==> config.mk <==
export PLATFORM = sky130hd
export DESIGN_NAME = xext_bridge
export DESIGN_NICKNAME = d
export VERILOG_FILES = /design/src/rtl/xext_bridge.sv
export SDC_FILE = /design/constraint.sdc
export NUM_CORES = 1
export LEC_CHECK = 0
export CAP_MARGIN = 10
export CORE_ASPECT_RATIO = 1.2
export CORE_MARGIN = 2
export CORE_UTILIZATION = 42
export CTS_CLUSTER_SIZE = 40
export DETAILED_ROUTE_END_ITERATION = 12
export HOLD_SLACK_MARGIN = 0.15
export PLACE_DENSITY = 0.92
export RECOVER_POWER = 100
export SLEW_MARGIN = 15
export SYNTH_ARGS = -nofsm -noshare
export SYNTH_HDL_FRONTEND = slang
export SYNTH_SLANG_ARGS = --single-unit
==> constraint.sdc <==
create_clock -name clk -period 4.73 [get_ports clk]
set_input_delay 0.946 -clock clk [delete_from_list [all_inputs] [get_ports clk]]
set_output_delay 0.946 -clock clk [all_outputs]
set_load 0.05 [all_outputs]
==> src/rtl/xext_bridge.sv <==
// External-window bridge: turns a one-cycle ext_sel access into a valid/ready request on the external bus.
// Optional REQ-phase timeout abort is compiled in with `define XEXT_TIMEOUT_EN.
module xext_bridge #(
    parameter int EXT_ADDR_W     = 12,
    parameter int DATA_W         = 32,
    parameter int TIMEOUT_CYCLES = 255
) (
    input  logic                  clk,
    input  logic                  rst,
    input  logic                  ext_sel,
    input  logic                  we,
    input  logic [EXT_ADDR_W-1:0] addr,
    input  logic [DATA_W-1:0]     data_in,
    output logic [DATA_W-1:0]     ext_data_to_rd,
    output logic                  ext_busy,
    output logic                  ext_err,
    output logic                  m_valid,
    output logic [EXT_ADDR_W-1:0] m_addr,
    output logic                  m_we,
    output logic [DATA_W-1:0]     m_wdata,
    input  logic                  m_ready,
    input  logic [DATA_W-1:0]     m_rdata
);

    typedef enum logic [1:0] {
        IDLE = 2'd0,
        REQ  = 2'd1,
        RESP = 2'd2
    } state_t;

    state_t state_reg, state_next;

    logic                  m_valid_reg;
    logic [EXT_ADDR_W-1:0] m_addr_reg;
    logic                  m_we_reg;
    logic [DATA_W-1:0]     m_wdata_reg;
    logic [DATA_W-1:0]     rd_data_reg;

    logic accept;
    logic complete;
    logic timeout_hit;

    always_ff @(posedge clk or posedge rst) begin
        if (rst) begin
            state_reg <= IDLE;
        end else begin
            state_reg <= state_next;
        end
    end

    always_comb begin
        state_next = state_reg;
        case (state_reg)
            IDLE:    if (ext_sel) state_next = REQ;
            REQ:     if (m_ready || timeout_hit) state_next = RESP;
            RESP:    state_next = IDLE;
            default: state_next = IDLE;
        endcase
    end

    // rst gates ext_busy so the core is released in the same cycle reset rises, even with ext_sel high.
    always_comb begin
        accept   = 1'b0;
        complete = 1'b0;
        ext_busy = 1'b0;
        case (state_reg)
            IDLE: begin
                accept   = ext_sel;
                ext_busy = ext_sel & ~rst;
            end
            REQ: begin
                complete = m_ready;
                ext_busy = ~rst;
            end
            default: ;
        endcase
    end

    always_ff @(posedge clk or posedge rst) begin
        if (rst) begin
            m_valid_reg <= 1'b0;
            m_addr_reg  <= '0;
            m_we_reg    <= 1'b0;
            m_wdata_reg <= '0;
            rd_data_reg <= '0;
        end else if (accept) begin
            m_valid_reg <= 1'b1;
            m_addr_reg  <= addr;
            m_we_reg    <= we;
            m_wdata_reg <= data_in;
        end else if (complete) begin
            m_valid_reg <= 1'b0;
            if (!m_we_reg) rd_data_reg <= m_rdata;
        end else if (timeout_hit) begin
            m_valid_reg <= 1'b0;
            rd_data_reg <= '1;
        end
    end

`ifdef XEXT_TIMEOUT_EN
    localparam int CNT_W = $clog2(TIMEOUT_CYCLES + 1);

    logic [CNT_W-1:0] cnt_reg;
    logic             err_reg;

    // m_ready in the final REQ cycle takes priority over the abort.
    assign timeout_hit = (state_reg == REQ) && !m_ready
                      && (cnt_reg == CNT_W'(TIMEOUT_CYCLES - 1));

    always_ff @(posedge clk or posedge rst) begin
        if (rst) begin
            cnt_reg <= '0;
            err_reg <= 1'b0;
        end else if (accept) begin
            cnt_reg <= '0;
            err_reg <= 1'b0;
        end else if (timeout_hit) begin
            err_reg <= 1'b1;
        end else if (state_reg == REQ && !m_ready) begin
            cnt_reg <= cnt_reg + 1'b1;
        end
    end

    assign ext_err = err_reg;
`else
    assign timeout_hit = 1'b0;
    assign ext_err     = 1'b0;
`endif

    assign m_valid        = m_valid_reg;
    assign m_addr         = m_addr_reg;
    assign m_we           = m_we_reg;
    assign m_wdata        = m_wdata_reg;
    assign ext_data_to_rd = rd_data_reg;

endmodule

==> flow_metrics.tcl, run 1 <==
set metrics [dict create \
    outcome "complete, but fails checks" \
    violations "max-capacitance violations, max-slew violations" \
    netlist_instances 180 \
    synthToLayoutAreaGrowth_pct 58.3 \
    overflow 0 \
    clock_sinks 80 \
    nFillCells 519 \
    r2r_start "state_reg[1]" \
    dpl.cell_count 423 \
    drt_iter0_markers 39 \
    regArea_um2 2000 \
    max_freq_mhz 282 \
    grt_pass1_wl_um 10700 \
    ant_nets 0 \
    dieArea_um2 8030 \
    yosysSeqAreaShare 0.651 \
    worstSetupPathType "in2out" \
    post_drt_wl_per_cell_um 15.6 \
    cts-root-buf "clkbuf_8" \
    ys_warn_count 0 \
    num_antenna_cells 0 \
    syn_avg_cell_area_um2 17.1 \
    clk_latency_ns 0.34 \
    num_rows 34 \
    timing.final.crit_period_ns 3.55 \
    rrSetupSlack_ns 2.11 \
    fp.coreArea_um2 7190 \
    yosysMostFrequentCell "dfrtp_1" \
    synth_top_cell_area_share 0.651 \
    h-tree-depth 3 \
    synthesis.nets 261 \
    hold_ws_ns 0.485 \
    cts_buffers 9 \
    path_max_fanout 3 \
    tns_ns 0 \
    stdcell_count 437 \
    reg2reg_depth 3 \
    hold_buffers 0 \
    initial_core_util 0.428 \
    max_cap_violations 2 \
    tightest_slew_ns 1.77 \
    critPathRequiredTime_ns 3.78 \
    hold_depth 1 \
    netlist_area_um2 3080 \
    arrival_ns 2.60 \
    route.vias.total 2096 \
    ys_seq_elements 80 \
    synthTopCellsByArea "dfrtp_1 65%, mux2_2 26%, buf_12 2.6%, mux2_1 1.8%, buf_6 1.5%" \
    postCtsSetupBuffers 0 \
    finalNetCount 425 \
    yosys-top-cells-count "80 x dfrtp_1, 72 x mux2_2, 5 x mux2_1" \
    hp-class "reg2reg" \
    synth_edf_count 0 \
    routabilityCongestion 0.852 \
    cts.clk_slew.worst_paths_ns 0.08 \
    cp-end-kind "primary output" \
    synth_top_cell_by_area "dfrtp_1" \
    clk_path_buf_depth 2 \
    max_stage_delay_ns 0.87 \
    slowest_stage "dlygate4sd3_1" \
    min-delay-start "ext_data_to_rd[10]" \
    track_usage 0.178 \
    drt_wl_total_um 6820 \
    cts_resized 0 \
    timing.rr.end "m_wdata[15]" \
    cts_tree "built" \
    die_w_um 82.1 \
    die-height_um 97.8 \
    ys.flop_type "dfrtp_1" \
    ios 161 \
    final.period_utilization 0.751 \
    crit_chain "dlygate4sd3_1, o21ai_0, nor2_1, dlygate4sd3_1" \
    drv_slew 71 \
    critPathMostFrequentCell "dlygate4sd3_1" \
    multi_input_area_um2 931 \
    rsz0062_at_grt "no" \
    synth-async-reset-ratio 1.00 \
    dr.pass1.iters 4 \
    cp-start-kind "input port" \
    via_per_inst 4.80 \
    drc 0 \
    setup_viol 0 \
    io_buffers 159 \
    grt_start_max_net_pins 45 \
    slew_headroom -0.182 \
    ys_types 14 \
    grt_pass1_vias 2256 \
    drive_gt1_frac 0.256 \
    hold_viol 0 \
    hold_end "ext_data_to_rd[10]" \
    antenna_found_initial 0 \
    dp_hpwl_um 5170 \
    fin_skew_ns 0.00732 \
]
-- metal layers --
| layer | GRT usage | wire, um | up-vias |
|---|---|---|---|
| met5 | 0 | 0 | - |
| li1 | - | - | 960 |
| met3 | 0.0545 | 582 | 22 |
| met4 | 0.101 | 248 | 0 |
| met2 | 0.295 | 3410 | 110 |
| met1 | 0.199 | 2580 | 1004 |
-- cell usage in the layout, fill, tap and decap left out, drive strengths merged --
master and instances:
dfrtp 80, inv 2, nor2 2, clkbuf 13, clkinv 2, clkinvlp 1
dlygate4sd3 82, clkdlybuf4s50 77, o21ai 3, nor3 1, a21oi 2, mux2 77
conb 1, nor3b 1, nand2 1, bufinv 2
-- logic make-up (layout without fill, tap and decap cells) --
group                  Yosys count  in the layout  share of synthesized area
and+or+nand+nor                  5              5                     0.0114
DFF                             80             80                      0.651
other                            1              1                    0.00122
muxes                           77             77                      0.282
AOI/OAI and AO/OA                5              5                    0.00813
buffers and inverters           12            179                     0.0468
-- critical path: cells and delay by family --
| kind | cells | cell delay [ns] |
|---|---|---|
| AOI/OAI and AO/OA | 1 | 0.11 |
| and+or+nand+nor | 1 | 0.10 |
| buffers and inverters | 2 | 1.44 |
-- through the flow --
stage	setup WS [ns]	utilization	cell area (um^2)
after global placement	1.34	0.651	4680
after detailed placement	1.33	0.651	4680
final	1.18	0.678	4870
after CTS	1.33	0.679	4880
after floorplan	1.73	-	3080
after global routing	1.07	0.678	4870
-- worst max path at each step --
stage / end / depth (start not counted) / startpoint
2_1_floorplan: ext_data_to_rd[0] / 1 / rst
3_3_place_gp: ext_busy / 4 / ext_sel
3_5_place_dp: ext_busy / 4 / ext_sel
4_1_cts: ext_busy / 4 / ext_sel
5_1_grt: m_we / 3 / rst
6_report: ext_busy / 4 / ext_sel
-- area by class of cell --
type / instances / area share
clock inverter: 4 / 0.0144
timing repair buffer: 162 / 0.330
multi-input combinational: 88 / 0.191
tap: 90 / 0.0231
sequential: 80 / 0.411
clock buffer: 10 / 0.0283
inverter: 3 / 0.00257
Power of run 1 is not shown: default switching activity piles up to over one toggle a cycle in this logic, so the estimate is an artifact.
==> inputs of run 2 (changes only) <==
- CORE_UTILIZATION: 42 -> 39
- PLACE_DENSITY: 0.92 -> 0.86
- clock period: 4.73 -> 3.6 ns (I/O delays scaled with it)
==> flow_metrics.tcl, run 2 (synthesized netlist as in run 1, its figures left out) <==
set metrics [dict create \
    antenna_found_initial 0 \
    drv_slew 33 \
    critPathMostFrequentCell "dlygate4sd3_1" \
    critPathRequiredTime_ns 2.88 \
    place_ws_ns 0.636 \
    finalNetCount 426 \
    rrSetupSlack_ns 1.15 \
    r2r_start "state_reg[0]" \
    drt_wl_total_um 6830 \
    hold_ws_ns 0.488 \
    track_usage 0.163 \
    routabilityCongestion 0.697 \
    cts_resized 0 \
    ios 161 \
    clk_path_buf_depth 2 \
    fin_ws_ns 0.494 \
    crit_chain "dlygate4sd3_1, o21ai_0, nor2_1, dlygate4sd3_1" \
    max_cap_violations 1 \
    cts_buffers 9 \
    reg2reg_depth 4 \
    num_antenna_cells 0 \
    arrival_ns 2.39 \
    clk_latency_ns 0.33 \
    final_common_cell "dlygate4sd3_1" \
    drt_iter0_markers 64 \
    dpl.cell_count 426 \
    violations "max-capacitance violations, max-slew violations" \
    path_max_fanout 3 \
    hold_end "ext_data_to_rd[17]" \
    cp-start-kind "input port" \
    initial_core_util 0.401 \
    num_rows 35 \
    final.period_utilization 0.863 \
    slew_headroom -0.121 \
    dp_hpwl_um 5230 \
    fp.coreArea_um2 7660 \
    hold_viol 0 \
    cts.clk_slew.worst_paths_ns 0.08 \
    tightest_slew_ns 1.68 \
    hold_buffers 0 \
    postCtsSetupBuffers 0 \
    min-delay-start "ext_data_to_rd[17]" \
    max_stage_delay_ns 0.88 \
    grt-busiest-layer "met2" \
    dr.pass1.iters 4 \
    grt_pass1_vias 2206 \
    die-height_um 101 \
    setup_viol 0 \
    hp-class "reg2reg" \
    via_per_inst 4.70 \
    synthToLayoutAreaGrowth_pct 58.6 \
    timing.final.crit_period_ns 3.11 \
    h-tree-depth 3 \
    grt_start_max_net_pins 46 \
    met3_usage 0.0538 \
    drive_gt1_frac 0.261 \
    use_met2 0.273 \
    die_w_um 85.1 \
    fin_skew_ns 0.00977 \
    tns_ns 0 \
    hold_depth 1 \
    cts_tree "built" \
    outcome "complete, but fails checks" \
    post_drt_wl_per_cell_um 15.5 \
    overflow 0 \
    path_buf_inv 2 \
    cts-root-buf "clkbuf_8" \
    grt_pass1_wl_um 10800 \
    crit_path_start "ext_sel" \
    slowest_stage "dlygate4sd3_1" \
    route.vias.total 2068 \
    rsz0062_at_grt "no" \
    dieArea_um2 8620 \
    stdcell_count 440 \
    timing.rr.end "ext_data_to_rd[24]" \
    cp-end-kind "primary output" \
    io_buffers 159 \
    worstSetupPathType "in2out" \
    ant_nets 0 \
    max_freq_mhz 322 \
    clock_sinks 80 \
    critPathTopFamily "buffers and inverters" \
    layout_common_cells "82 x dlygate4sd3_1, 80 x dfrtp_1, 77 x clkdlybuf4s50_1, 72 x mux2_2, 10 x clkbuf_8" \
    drc 0 \
    grtUsageMet1 0.191 \
]
run 2: worst max-delay path by stage:
stage | to | slack [ns] | depth (start not counted)
after floorplan | ext_data_to_rd[0] | 0.83 | 1
after detailed placement | ext_busy | 0.64 | 4
after global routing | ext_data_to_rd[24] | 0.39 | 5
after global placement | ext_busy | 0.65 | 4
final | ext_busy | 0.49 | 4
after CTS | ext_busy | 0.62 | 4
run 2: cell type report:
type                            count  area (um^2)
Tap cell                           92          115
Sequential cell                    80         2000
Multi-Input combinational cell     88          931
Timing Repair Buffer              163         1610
Clock buffer                       10          138
Inverter                            3         12.5
Fill cell                         594         2780
Clock inverter                      4         70.1
run 2: per-layer routing:
layer / vias to the layer above / part of all wire
li1: 952 / -
met1: 1004 / 0.39
met2: 102 / 0.50
met3: 10 / 0.089
met4: 0 / 0.017
met5: - / 0
run 2: metrics by stage:
stage / instance area (um^2) / util
2_1_floorplan: 3080 / -
3_3_place_gp: 4690 / 0.612
3_5_place_dp: 4690 / 0.612
4_1_cts: 4890 / 0.639
5_1_grt: 4880 / 0.637
6_report: 4880 / 0.637
run 2: worst reg2reg max path, delay by kind of cell (launching register included):
kind          cells  cell delay, ns
buf+inv           1            1.23
mux               1            0.47
flops             1            0.40
simple gates      2            0.23
Power of run 2 is left out for the same reason.
